===== src/rtl/simon_ks_ctrl_if.sv =====
// rtl/simon_ks_ctrl_if.sv - key intake and round-key stream bundle for simon_ks_ctrl
interface simon_ks_ctrl_if #(
  parameter int KEY_W  = 128,
  parameter int WORD_W = 64
);
  logic [KEY_W-1:0]  key_in;
  logic              key_valid;
  logic              key_ready;
  logic [WORD_W-1:0] rk_out;
  logic [6:0]        rk_idx;
  logic              rk_valid;
  logic              rk_ready;

  modport master (
    output key_in, key_valid, rk_ready,
    input  key_ready, rk_out, rk_idx, rk_valid
  );

  modport slave (
    input  key_in, key_valid, rk_ready,
    output key_ready, rk_out, rk_idx, rk_valid
  );
endinterface


===== src/rtl/simon_ks_ctrl.sv =====
// rtl/simon_ks_ctrl.sv - sequencer for the serial SIMON-128/128 key-schedule datapath
module simon_ks_ctrl #(
  parameter int ROUNDS = 68,
  parameter int KEY_W  = 128,
  parameter int WORD_W = 64
) (
  input  logic              clk,
  input  logic              rst_n,
  input  logic              abort,
  simon_ks_ctrl_if.slave    bus,
  output logic              ks_data_in,
  output logic [1:0]        ks_data_rdy,
  output logic [7:0]        ks_counter,
  input  logic [WORD_W-1:0] ks_key_out,
  output logic              busy,
  output logic              done
);

  localparam int            BW       = $clog2(KEY_W);
  localparam logic [7:0]    LAST_CNT = 8'(2 * ROUNDS - 2);
  localparam logic [BW-1:0] LAST_BIT = BW'(KEY_W - 1);

  typedef enum logic [1:0] {S_IDLE, S_LOAD, S_RUN, S_DONE} state_t;

  state_t           state, state_nxt;
  logic [KEY_W-1:0] shreg;
  logic [BW-1:0]    bitcnt;
  logic [7:0]       counter;
  logic             in_work;
  logic             run_end;

  assign in_work = (state == S_LOAD) || (state == S_RUN);
  // Final key handshake: even counter at its last value with the consumer ready.
  assign run_end = (state == S_RUN) && !counter[0] && bus.rk_ready && (counter == LAST_CNT);

  always_ff @(posedge clk or negedge rst_n) begin
    if (!rst_n) state <= S_IDLE;
    else        state <= state_nxt;
  end

  always_comb begin
    state_nxt = state;
    case (state)
      S_IDLE: if (bus.key_valid) state_nxt = S_LOAD;
      S_LOAD: begin
        if (abort)                   state_nxt = S_IDLE;
        else if (bitcnt == LAST_BIT) state_nxt = S_RUN;
      end
      S_RUN: begin
        if (abort)        state_nxt = S_IDLE;
        else if (run_end) state_nxt = S_DONE;
      end
      default: state_nxt = S_IDLE;
    endcase
  end

  // Shift register drains to zero during LOAD, so ks_data_in idles low without gating.
  always_ff @(posedge clk or negedge rst_n) begin
    if (!rst_n) begin
      shreg   <= '0;
      bitcnt  <= '0;
      counter <= '0;
    end else if (abort && in_work) begin
      shreg   <= '0;
      bitcnt  <= '0;
      counter <= '0;
    end else begin
      case (state)
        S_IDLE: begin
          if (bus.key_valid) begin
            shreg   <= bus.key_in;
            bitcnt  <= '0;
            counter <= '0;
          end
        end
        S_LOAD: begin
          shreg  <= shreg >> 1;
          bitcnt <= bitcnt + 1'b1;
          if (bitcnt == LAST_BIT) counter <= '0;
        end
        S_RUN: begin
          if (counter[0])        counter <= counter + 8'd1;
          else if (run_end)      counter <= '0;
          else if (bus.rk_ready) counter <= counter + 8'd1;
        end
        default: ;
      endcase
    end
  end

  always_comb begin
    bus.key_ready = (state == S_IDLE);
    ks_data_rdy   = 2'd0;
    if (state == S_LOAD)     ks_data_rdy = 2'd2;
    else if (state == S_RUN) ks_data_rdy = 2'd3;
    ks_data_in    = shreg[0];
    ks_counter    = counter;
    bus.rk_valid  = (state == S_RUN) && !counter[0];
    bus.rk_idx    = counter[7:1];
    busy          = in_work;
    done          = (state == S_DONE);
  end

  assign bus.rk_out = ks_key_out;

endmodule


===== src/flat_wrapper.sv =====
// flat-port wrapper written by rule: the top's interface ports become plain ports
module simon_ks_ctrl_flat 
#(
  parameter int ROUNDS = 68,
  parameter int KEY_W  = 128,
  parameter int WORD_W = 64
)
  (clk, rst_n, abort, ks_data_in, ks_data_rdy, ks_counter, ks_key_out, busy, done, bus_key_in, bus_key_valid, bus_rk_ready, bus_key_ready, bus_rk_out, bus_rk_idx, bus_rk_valid);
  simon_ks_ctrl_if #(.KEY_W(KEY_W), .WORD_W(WORD_W)) bus_i ();
  input  logic clk;
  input  logic rst_n;
  input  logic abort;
  output logic ks_data_in;
  output logic [1:0] ks_data_rdy;
  output logic [7:0] ks_counter;
  input  logic [WORD_W-1:0] ks_key_out;
  output logic busy;
  output logic done;
  input wire logic [$bits(bus_i.key_in)-1:0] bus_key_in;
  input wire logic [$bits(bus_i.key_valid)-1:0] bus_key_valid;
  input wire logic [$bits(bus_i.rk_ready)-1:0] bus_rk_ready;
  output wire logic [$bits(bus_i.key_ready)-1:0] bus_key_ready;
  output wire logic [$bits(bus_i.rk_out)-1:0] bus_rk_out;
  output wire logic [$bits(bus_i.rk_idx)-1:0] bus_rk_idx;
  output wire logic [$bits(bus_i.rk_valid)-1:0] bus_rk_valid;
  assign bus_i.key_in = bus_key_in;
  assign bus_i.key_valid = bus_key_valid;
  assign bus_i.rk_ready = bus_rk_ready;
  assign bus_key_ready = bus_i.key_ready;
  assign bus_rk_out = bus_i.rk_out;
  assign bus_rk_idx = bus_i.rk_idx;
  assign bus_rk_valid = bus_i.rk_valid;
  simon_ks_ctrl #(.ROUNDS(ROUNDS), .KEY_W(KEY_W), .WORD_W(WORD_W)) u_core (.clk(clk), .rst_n(rst_n), .abort(abort), .bus(bus_i), .ks_data_in(ks_data_in), .ks_data_rdy(ks_data_rdy), .ks_counter(ks_counter), .ks_key_out(ks_key_out), .busy(busy), .done(done));
endmodule

===== config.mk =====
export PLATFORM = sky130hd
export DESIGN_NAME = simon_ks_ctrl_flat
export DESIGN_NICKNAME = d
export VERILOG_FILES = /design/src/rtl/simon_ks_ctrl_if.sv /design/src/rtl/simon_ks_ctrl.sv /design/src/flat_wrapper.sv
export SDC_FILE = /design/constraint.sdc
export NUM_CORES = 1
export LEC_CHECK = 0
export ABC_CLOCK_PERIOD_IN_PS = 2200
export BUFFER_PORTS_ARGS = -buffer_cell sky130_fd_sc_hd__buf_2
export CAP_MARGIN = 20
export CORE_MARGIN = 2
export CORE_UTILIZATION = 50
export CTS_BUF_LIST = sky130_fd_sc_hd__clkbuf_16
export CTS_CLUSTER_DIAMETER = 40
export DETAILED_ROUTE_END_ITERATION = 12
export PLACE_DENSITY = 0.82
export SLEW_MARGIN = 20
export SYNTH_ARGS = -nofsm -noshare
export SYNTH_HDL_FRONTEND = slang
export SYNTH_SLANG_ARGS = --single-unit

===== constraint.sdc =====
create_clock -name clk -period 2.2 [get_ports clk]
set_input_delay 0.33 -clock clk [delete_from_list [all_inputs] [get_ports clk]]
set_output_delay 0.33 -clock clk [all_outputs]
set_load 0.05 [all_outputs]

; Yosys cells after proc, flatten, opt, wreduce, memory -nomap -nowiden
; Index checks and enable logic that the tools add are counted.
[totals]
regBits = 145
word_cells = 52
inputBits = 197
output_inout_bits = 86
[op_classes]
mux = 21
eq_ne = 11
n_reduce_logical = 13
addsub = 2
[op_table]
columns = operator, n
row1 = 128-bit two-way mux, 2
row2 = 128-bit one-hot mux with 2 select lines, 1
row3 = 8-bit two-way mux, 6
row4 = 8-bit one-hot mux with 3 select lines, 1
row5 = 2-bit two-way mux, 7
row6 = 7-bit two-way mux, 2
row7 = 7-bit one-hot mux with 2 select lines, 1
row8 = "8-bit by 1-bit adder with 8-bit output, second input constant", 1
row9 = "8-bit == test, second input constant", 1
row10 = "7-bit by 1-bit adder with 7-bit output, second input constant", 1
row11 = "7-bit == test, second input constant", 1
row12 = "3-bit by 2-bit inequality test with 1-bit output, second input constant", 2
row13 = "3-bit inequality test, second input constant", 2
row14 = 2-bit one-hot mux with 3 select lines, 1
row15 = 3-bit AND reduction, 2
row16 = "5-bit by 3-bit inequality test with 1-bit output, second input constant", 1
row17 = "2-bit == test, second input constant", 2
row18 = 1-bit logical AND, 4
row19 = 4-bit AND reduction, 1
row20 = 4-bit nonzero test, 1
row21 = 3-bit nonzero test, 1
row22 = "2-bit by 1-bit == test with 1-bit output, second input constant", 1
row23 = 2-bit zero test, 1
row24 = "2-bit inequality test, second input constant", 1
row25 = 3 further kinds, 3

; Logic depth before layout (Yosys ltp)
; Gate-level depths: netlist of the first run.
[logic_depth]
ltp_word = 8
ltp_mapped = 9
ltp_nobuf = 7

; Worst setup path after synthesis of the first run
; Ideal clock, no wire load.
[synth_path]
path_type = register to register
start = reg u_core.counter[0], in the netlist u_core.ks_counter[0]
end = reg u_core.counter[2], in the netlist u_core.ks_counter[2]
setup_ps = 68
t_required_ps = 2132
slack_ps = -93
stages_incl_launch_ff = 7
arrival_ps = 2226
path_cell_list = dfrtp_1 > buf_2 > nor2b_1 > nand3b_1 > o211ai_1 > o21bai_1 > a22o_1
[synth_via]
elab_chain_len = 8
word_cells_on_any_way = 13
cone_classes = add/sub: 1 / eq/ne: 2 / mux: 5 / reduce/logical: 5
[synth_rtl]
columns = element, line_no
row1 = "start, declared", simon_ks_ctrl.sv:28  ; logic [7:0] counter;
row2 = "start signal, assigned", simon_ks_ctrl.sv:82  ; if (counter[0]) counter <= counter + 8'd1;
row3 = "start signal, assigned", simon_ks_ctrl.sv:84  ; else if (bus.rk_ready) counter <= counter + 8'd1;
row4 = 1-bit zero test (*), n/a
row5 = 1-bit logical AND (*), n/a
row6 = named net bus_rk_valid, flat_wrapper.sv:25  ; output wire logic [$bits(bus_i.rk_valid)-1:0] bus_rk_valid;
row7 = 1-bit logical AND (*) (2 in series), simon_ks_ctrl.sv:34  ; assign run_end = (state == S_RUN) && !counter[0] && bus.rk_ready && (counter == LAST_CNT);
row8 = 8-bit two-way mux, simon_ks_ctrl.sv:83  ; else if (run_end) counter <= '0;
row9 = 8-bit two-way mux, simon_ks_ctrl.sv:82
row10 = 8-bit one-hot mux with 3 select lines, simon_ks_ctrl.sv:68  ; case (state)
row11 = 8-bit two-way mux, simon_ks_ctrl.sv:63  ; end else if (abort && in_work) begin
; Mark *: on every way through the listed nets, which the timed path passes. The rest lies on a longest branch. The select of a mux whose other input is x is not followed.
; A chain may end at the register's enable or synchronous reset.

; Final worst setup path of the first run
[layout_path]
start = reg u_core.state[0]
end = reg u_core.shreg[0]
[layout_via]
elab_chain_len = 5
word_cells_on_any_way = 10
cone_classes = eq/ne: 3 / mux: 2 / reduce/logical: 5
[layout_rtl]
columns = element, line_no
row1 = "start, declared", simon_ks_ctrl.sv:25  ; state_t state, state_nxt;
row2 = "start signal, assigned", simon_ks_ctrl.sv:38  ; else state <= state_nxt;
row3 = 2-bit by 1-bit == test with 1-bit output or 2-bit == test (tied branches), "simon_ks_ctrl.sv:32, simon_ks_ctrl.sv:68"
row4 = 1-bit logical OR, simon_ks_ctrl.sv:32  ; assign in_work = (state == S_LOAD) || (state == S_RUN);
row5 = 1-bit logical AND, simon_ks_ctrl.sv:63
row6 = 3-bit by 2-bit inequality test with 1-bit output (no source line) or 3-bit nonzero test (tied branches), n/a
row7 = 2-bit AND reduction (no source line), n/a
row8 = "end signal, assigned", simon_ks_ctrl.sv:71  ; shreg <= bus.key_in;
row9 = "end signal, assigned", simon_ks_ctrl.sv:77  ; shreg <= shreg >> 1;
row10 = "end, declared", simon_ks_ctrl.sv:26  ; logic [KEY_W-1:0] shreg;
; Several ways; a longest one is shown, not always the timed one.

==> run summary, run 1 <==
The weighted congestion reported at the end of routability-driven placement is roughly 0.76. After detailed routing, the number of remaining DRC violations is 0. STA puts the critical path data required time at between 2 and 3 ns. The post-place setup slack is slightly above 0.09 ns. The root cell of the clock tree is clkbuf_16. The post-synthesis to final-layout area growth came out at 14.0%. The final critical-path required period is ~2.1 ns. Cells with a size suffix above 1 make up approximately 29% of the layout. The number of nets in the layout came out at just under 1000.

Broken down by cell family, the worst path's largest delay share belongs to simple AND/OR/NAND/NOR gates. TritonCTS built the clock tree. In the synthesized netlist the async set-or-reset flop fraction comes to 100%. The final global-route overflow total is 0.

The routed layout has approximately 5500 vias. The die extent in x is 128 um. The path with the worst hold slack has its endpoint at u_core.shreg[127]. In this run the worst path has a maximum fanout of 72. Across all register-to-register paths, the minimum setup slack is around 0.12 ns. The first TritonRoute pass finished after 5 iterations. The count of distinct cell types in the synthesized netlist came out at 46.

The synthesis warning total is 0. The transition time of the tightest slew-check pin is around 0.54 ns. The setup TNS is 0 ns. The number of nets handed over by synthesis was approximately 910. The period utilization came out at 94.7%. STA classifies the critical path endpoint as a register.

The class of the worst hold path is in2reg. The detail route stage leaves a number of antenna-violating nets equal to 0. The critical path arrival is between 2 and 2.5 ns.

The clock latency reported for the late side of the worst-skew pair came out at 0.43 ns. The synthesized area came out at roughly 7600 um^2. The number of antenna violations at the first check in global routing came out at 0. Setup repair after global routing left no endpoint under its margin. The number of buffers created by CTS is 17.

The worst supply voltage drop on vdd is 0.000848 V. The vertical die dimension is about 130 um. The setup clock skew after layout came out at approximately 0.008 ns.

Pin placement for this block handled ~280 I/O pins. The per-cell routed wire length is between 15 and 20 um. The relative slew slack is a little under two thirds. The area of the die came out at ~16000 um^2.

The worst register-to-register path begins at u_core.state[0]. The pin count of the biggest net entering global routing is 73. The cell depth of the worst flop-to-flop path came out at 7. After synthesis the netlist holds a flip-flop and latch count of roughly 150. The core area came out at approximately 15000 um^2. The tool flagged a number of max-cap violations equal to 0. The run finished with clean final reports. The via count of the first global-routing pass was 5012.

The number of DRC markers after the initial detailed-route iteration came out at 426. The number of enable-type register cells in the synthesized netlist is 0. The number of cells traversed by the worst hold path is 3. The final hold violation count came to 0. The proportion of synthesized chip area in sequential cells came out at a little under half. The maximum level of the CTS H-tree is 4.

The number of slew-limit violations in the final report is 0. The slowest stage of the critical path is the dfrtp_1 cell. The clock tree buffer depth is 2. The final wirelength is around 16000 um. The standard-cell row count is 45.

The starting utilization of the core area came out at between 50% and 60%. The worst setup path is launched from a register. The highest clock rate is between 400 and 500 MHz. The endpoint identified for the worst register-to-register timing path is u_core.shreg[0]. Tracing the worst setup path back leads to its startpoint at u_core.state[0].

The first-pass GRT wire length came out at 24900 um. The post-CTS clock slew at the launch and capture registers of the worst setup and hold paths came out at 0.06 ns. In this run the most critical hold path is launched from bus_key_in[127].

Counting every sink on the clock net gives around 150. The repair_antennas step left the layout with diodes totalling 0. The longest individual stage delay on the worst path is ~0.42 ns. In the routed layout, each cell is associated on average with a via count of 5.76.

The power density of the placed cells came out at 1600 nW/um^2. Walking the worst path, the cells encountered are inv_1, ha_2, and2_2, nor2_4, buf_12, and3_1, a221o_1. The synthesized area per cell is about 11 um^2. Setup violations remaining at the end of the flow were counted as 0. The start-to-end type of the worst setup path is reg2reg. The count of buffers inserted at the top-level ports came out at 154.

The total routing resource utilization after global routing came out at 19.3%. The number of instances in the synthesized netlist is 700. Summed over all nets, the half-perimeter wirelength after detailed placement is between 10000 and 15000 um. The static leakage came out at ~4.3 nW. Once routing completed, OpenROAD measured the worst setup slack at 0.117 ns. The number of buffers and inverters on the critical path is 2. The most used flip-flop cell after synthesis is dfrtp_1.
## cells in the final DEF (no fill, tap or decap), types with 2 or more instances in the layout
| cell | count |
|---|---|
| nand2_1 | 63 |
| or2_2 | 2 |
| dfrtp_1 | 145 |
| nor2_1 | 12 |
| clkbuf_16 | 18 |
| ha_1 | 6 |
| clkinv_2 | 2 |
| buf_12 | 10 |
| nor3_1 | 5 |
| buf_4 | 10 |
| a211o_1 | 4 |
| inv_1 | 6 |
| and3_1 | 75 |
| o31a_1 | 3 |
| nor2_4 | 2 |
| bufinv_16 | 3 |
| o21ai_0 | 7 |
| a22o_1 | 5 |
| nand4_1 | 5 |
| inv_6 | 4 |
| a221o_1 | 73 |
| buf_2 | 153 |
| clkinv_4 | 4 |
| o31ai_1 | 54 |
| nor4_1 | 4 |
| nand3_1 | 9 |
| o21bai_1 | 3 |
| mux2i_1 | 59 |
## worst register-to-register path, delay by kind of cell (launching register included)
kind                     cells  cell delay (ns)
adder cells (fa/ha/maj)      1             0.36
flip-flops                   1             0.42
AO/OA/AOI/OAI                1             0.26
buffers and inverters        2             0.31
AND/OR/NAND/NOR              3             0.63
## synthesized netlist by cell type, types with 2 or more instances
library cell,number,share of area (%)
dfrtp_1,145,48
and3_1,76,6.2
buf_4,75,7.4
a221o_1,73,9.6
nand2_1,63,3.1
mux2i_1,59,7.7
o31ai_1,54,5.3
buf_2,24,1.6
clkbuf_1,18,0.88
buf_6,12,1.8
nor2_1,12,0.59
nand3_1,9,0.59
ha_1,8,1.3
o21ai_0,7,0.46
inv_1,6,0.29
a22o_1,5,0.57
nand4_1,5,0.41
nor3_1,5,0.33
a211o_1,4,0.46
buf_1,4,0.20
nor4_1,4,0.33
o21bai_1,3,0.29
o31a_1,3,0.34
nor2_2,2,0.16
nor2b_1,2,0.16
or2_2,2,0.16
## layout make-up
| cell class | instances | area, um^2 |
|---|---|---|
| well taps | 188 | 235 |
| clock inverters | 15 | 181 |
| multi-input cells | 416 | 3130 |
| repair buffers | 176 | 1090 |
| flip-flops and latches | 145 | 3630 |
| clock buffers | 17 | 425 |
| fillers | 1300 | 6380 |
| inverters | 6 | 22.5 |
## power breakdown
part	switching (mW)	leakage, nW	total [mW]	internal, mW
clock network	1.16	0.296	2.96	1.79
logic	3.53	2.18	6.48	2.95
registers	0.642	1.86	4.47	3.83
## repair_timing
action / 4_1_cts / 5_1_grt
buffers inserted: 0 / 2
hold buffers: 1 / 0
endpoints found under the setup margin: 0 / 33
gates resized for setup: 0 / 1
endpoints found under the hold margin: 27 / 0
## metrics by stage
stage | hold slack [ns] | power, mW | cells | utilization [%] | cell area [um^2]
floorplan | 0.0344 | 9.86 | 700 | - | 7640
global placement | 0.226 | 10.6 | 927 | 53.3 | 8050
detailed placement | 0.225 | 10.9 | 927 | 53.3 | 8050
CTS | 0.130 | 13.9 | 960 | 57.4 | 8660
global route | 0.158 | 14.9 | 963 | 57.7 | 8710
finish | 0.141 | 13.9 | 963 | 57.7 | 8710
## kinds of logic after synthesis
family / synth area share [%]
AO/OA/AOI/OAI: 18.1
XOR/XNOR: 0.115
adder cells (fa/ha/maj): 1.31
buffers and inverters: 12.1
flip-flops: 47.5
multiplexers: 7.88
AND/OR/NAND/NOR: 13.0
## metal layers
layer  part of all wire (%)  vias up  wire length (um)  track usage (%)
met4                    1.8        0               278             8.40
li1                       -     2674                 -                -
met5                      0        -                 0                0
met1                     48     2656              7620             27.9
met3                    5.5       28               876             4.02
met2                     44      185              7010             28.2
## flip-flops by register name, summed over array words and instances (netlist names)
register / flops
u_core.bitcnt: 7
u_core.ks_counter: 8
u_core.shreg: 128
u_core.state: 2
## worst max path at each step
stage | depth (start not counted) | slack, ns | to
after global routing | 5 | 0.01 | u_core.shreg[73]
after detailed placement | 8 | 0.09 | u_core.shreg[107]
after floorplan | 9 | 0.04 | u_core.ks_counter[4]
after CTS | 8 | 0.07 | u_core.shreg[88]
final | 7 | 0.12 | u_core.shreg[0]
after global placement | 7 | 0.16 | u_core.shreg[94]
(Power assumes the default switching activity.)
==> inputs of run 2 (changes only) <==
--- a/config.mk
+++ b/config.mk
@@ -8,8 +8,10 @@
 export ABC_CLOCK_PERIOD_IN_PS = 2200
 export BUFFER_PORTS_ARGS = -buffer_cell sky130_fd_sc_hd__buf_2
 export CAP_MARGIN = 20
+export CELL_PAD_IN_SITES_DETAIL_PLACEMENT = 0
+export CELL_PAD_IN_SITES_GLOBAL_PLACEMENT = 1
 export CORE_MARGIN = 2
-export CORE_UTILIZATION = 50
+export CORE_UTILIZATION = 38
 export CTS_BUF_LIST = sky130_fd_sc_hd__clkbuf_16
 export CTS_CLUSTER_DIAMETER = 40
 export DETAILED_ROUTE_END_ITERATION = 12
==> run 2 against run 1 <==
- register-to-register slack better by 0.03 ns
- clock skew up 0.0042 ns
- die area up 31%
- core utilization down 13 points
- global-route usage down 3.4 points
- via count up 1.2%
- clock-buffer cell count unchanged
- total power down 0.77%
- setup slack better by 0.0090 ns
- first-iteration DRC count down 22%
- largest cell class unchanged
==> run summary, run 2 (synthesis results as in run 1) <==
The flow ran to the end, and the final reports show no timing, DRC or antenna violations. The number of nets in the layout is 972 (+0.52%). The post-CTS setup repair buffer count is 0 (unchanged).

The core area came out at 19600 um^2 (+30%). The number of slew-limit violations in the final report came out at 0 (unchanged). The weighted congestion reported at the end of routability-driven placement came out at 0.776 (+1.8%). The post-CTS clock slew at the launch and capture registers of the worst setup and hold paths came to 0.06 ns (about the same). Setup repair after global routing left no endpoint under its margin. u_core.shreg holds more flip-flops than any other register. The transition time of the tightest slew-check pin is 0.562 ns (+0.0199 ns).

The standard-cell row count came out at 51 (+13%). The fraction of power consumed by combinational cells is 46.5% (about the same). The total net switching power came to 5.39 mW (+0.92%). The number of top-level pins came out at 283 (unchanged). The static leakage came to 4.34 nW (+0.22%). The fraction of power spent switching nets came to 39.0% (+0.65 points). The slack of the worst reg-to-reg path is 0.15 ns (+0.03 ns).

The vertical die dimension was 146 um (+14%). The pin count of the biggest net entering global routing is 98 (+34%). The number of buffers created by CTS came out at 17 (unchanged).

The clock latency reported for the late side of the worst-skew pair is 0.42 ns (about the same). The clock share of power is 21.2% (about the same). The via density per instance is 5.36 (-6.9%). The setup TNS came out at 0 ns (unchanged). The startpoint identified for the worst hold timing path is bus_key_in[127].

The startpoint identified for the worst register-to-register timing path is u_core.state[0]. The final hold violation count came to 0 (unchanged). The post-route cell area is 8800 um^2 (+1.0%). The setup slack of the critical path after layout came out at 0.126 ns (+0.00903 ns). The HPWL after detailed placement was 10900 um (+7.6%). The highest clock rate came out at 482 MHz (+0.44%).

The number of detailed-route iterations in the first pass is 4 (-1). The internal power component came to 8.42 mW (-1.8%). The worst hold path terminates at u_core.shreg[127]. The fraction of layout cells with a size suffix above 1 is 29.0% (+0.20 points). The tightest min-delay check is of the in2reg type.

The total cell area at the placement stage is 8170 um^2 (+1.5%). The clock tree from TritonCTS is done. The final design utilization came out at 44.9% (-13 points). The setup clock skew after layout came out at 0.0124 ns (+0.00418 ns). The maximum fanout along the worst path is 4 (-94%).

The max-cap violation count is 0 (unchanged). The per-cell routed wire length is 16.5 um (+0.86%). The total number of vias came out at 5612 (+1.2%). The number of DRC markers after the initial detailed-route iteration came out at 333 (-22%). The flip-flop count of the largest register after layout came out at 128 (unchanged).

The period utilization came to 94.3% (-0.41 points). The clock sink count came to 145 (unchanged). The starting utilization of the core area came out at 39.0% (-12 points). The sequential share of power came out at 32.3% (about the same). STA classifies the critical path endpoint as an output pin. The area of the die came to 21200 um^2 (+31%).

The via count of the first global-routing pass came out at 5322 (+6.2%). The critical register-to-register path endpoint is u_core.bitcnt[0]. The final global-route overflow total was 0 (unchanged). The launch point of the critical path is u_core.state[0]. The clock tree buffer depth is 2 (unchanged). The worst path required time is 1.87 ns (-0.64 ns). The critical path arrival came out at 1.74 ns (-0.65 ns).

The cell depth of the worst flop-to-flop path came out at 6 (-1). The power density of the placed cells is 1570 nW/um^2 (-1.8%). The post-route antenna net violation count is 0 (unchanged).

The number of cells traversed by the worst hold path is 3 (unchanged). The final wirelength is 17300 um (+9.7%). The number of antenna violations at the first check in global routing came out at 1 (+1). The root buffer cell chosen for the clock tree is clkbuf_16. The post-place setup slack came out at 0.152 ns (+0.0591 ns). The maximum level of the CTS H-tree came out at 4 (unchanged). The library cell used most frequently in the layout, excluding fill and tap cells, is buf_2. The die extent in x came out at 146 um (+14%). The final critical-path required period is 2.07 ns (-0.00902 ns). The count of buffers inserted at the top-level ports came out at 154 (unchanged). The post-synthesis to final-layout area growth is 15.2%. STA classifies the critical path startpoint as a register. The setup path with the least slack is of type reg2out.

The DRC violations left was 0 (unchanged). The relative slew slack was 62.5% (-1.3 points). The total routing resource utilization after global routing came out at 16.0% (-3.4 points).

The first-pass GRT wire length came out at 27500 um (+10%). The number of failing setup endpoints in the final timing report came out at 0 (unchanged). In the layout the commonest cells are buf_2, dfrtp_1, and3_1, a221o_1, nand2_1. The worst supply voltage drop on vdd came out at 0.000633 V (-25%).
run 2: changes by cell type in the layout (fill, tap and decap cells not counted), moves of 2 or more:
cell / previous run / this run
buf_4: 10 / 17
diode_2: 0 / 2
clkinv_4: 4 / 1
buf_12: 10 / 7
run 2: how the worst max path moves through the flow:
stage / endpoint / slack (ns) / cells after the start
finish: bus_rk_valid / 0.13 / 4
global route: u_core.shreg[87] / 0.02 / 8
CTS: bus_rk_valid / 0.10 / 4
detailed placement: u_core.shreg[92] / 0.15 / 7
global placement: u_core.shreg[88] / 0.20 / 8
floorplan: u_core.ks_counter[4] / 0.04 / 9
run 2: layout make-up:
class / count / area (um^2)
fill: 1896 / 10800
sequential: 145 / 3630
multi-input combinational: 416 / 3120
timing repair buffer: 181 / 1090
clock buffer: 17 / 425
tap: 265 / 332
clock inverter: 15 / 166
inverter: 6 / 22.5
antenna: 2 / 5.00
run 2: routing by layer:
| metal | global-route usage (%) | share of wire (%) | vias up |
|---|---|---|---|
| met4 | 5.83 | 1.8 | 2 |
| li1 | - | - | 2690 |
| met5 | 0 | 0.075 | - |
| met3 | 4.70 | 6.5 | 35 |
| met1 | 23.2 | 49 | 2714 |
| met2 | 22.4 | 42 | 171 |
run 2: worst max-delay path: stages (launching register included):
cell and delay, ns:
dfrtp_1 0.43, inv_1 0.14, ha_1 0.25, nor2b_2 0.22
buf_2 0.29
run 2: repair_timing:
action	in CTS	in global routing
resized for setup	0	4
setup endpoints to repair	0	19
hold buffers	1	0
hold endpoints to repair	49	0
run 2: power groups by stage:
| stage | combinational, mW | clock, mW | sequential (mW) |
|---|---|---|---|
| final | 6.42 | 2.93 | 4.46 |
| after global routing | 7.13 | 3.13 | 4.59 |
| after CTS | 6.39 | 3.00 | 4.45 |
| after detailed placement | 6.43 | 0 | 4.45 |
| after global placement | 6.24 | 0 | 4.47 |
| after floorplan | 5.52 | 0 | 4.33 |
run 2: metrics by stage:
stage               hold slack (ns)  std cells  power (mW)
detailed placement            0.344       1011        10.9
finish                        0.141       1047        13.8
global placement              0.342       1011        10.7
floorplan                    0.0344        700        9.86
CTS                           0.126       1044        13.8
global route                  0.164       1045        14.8
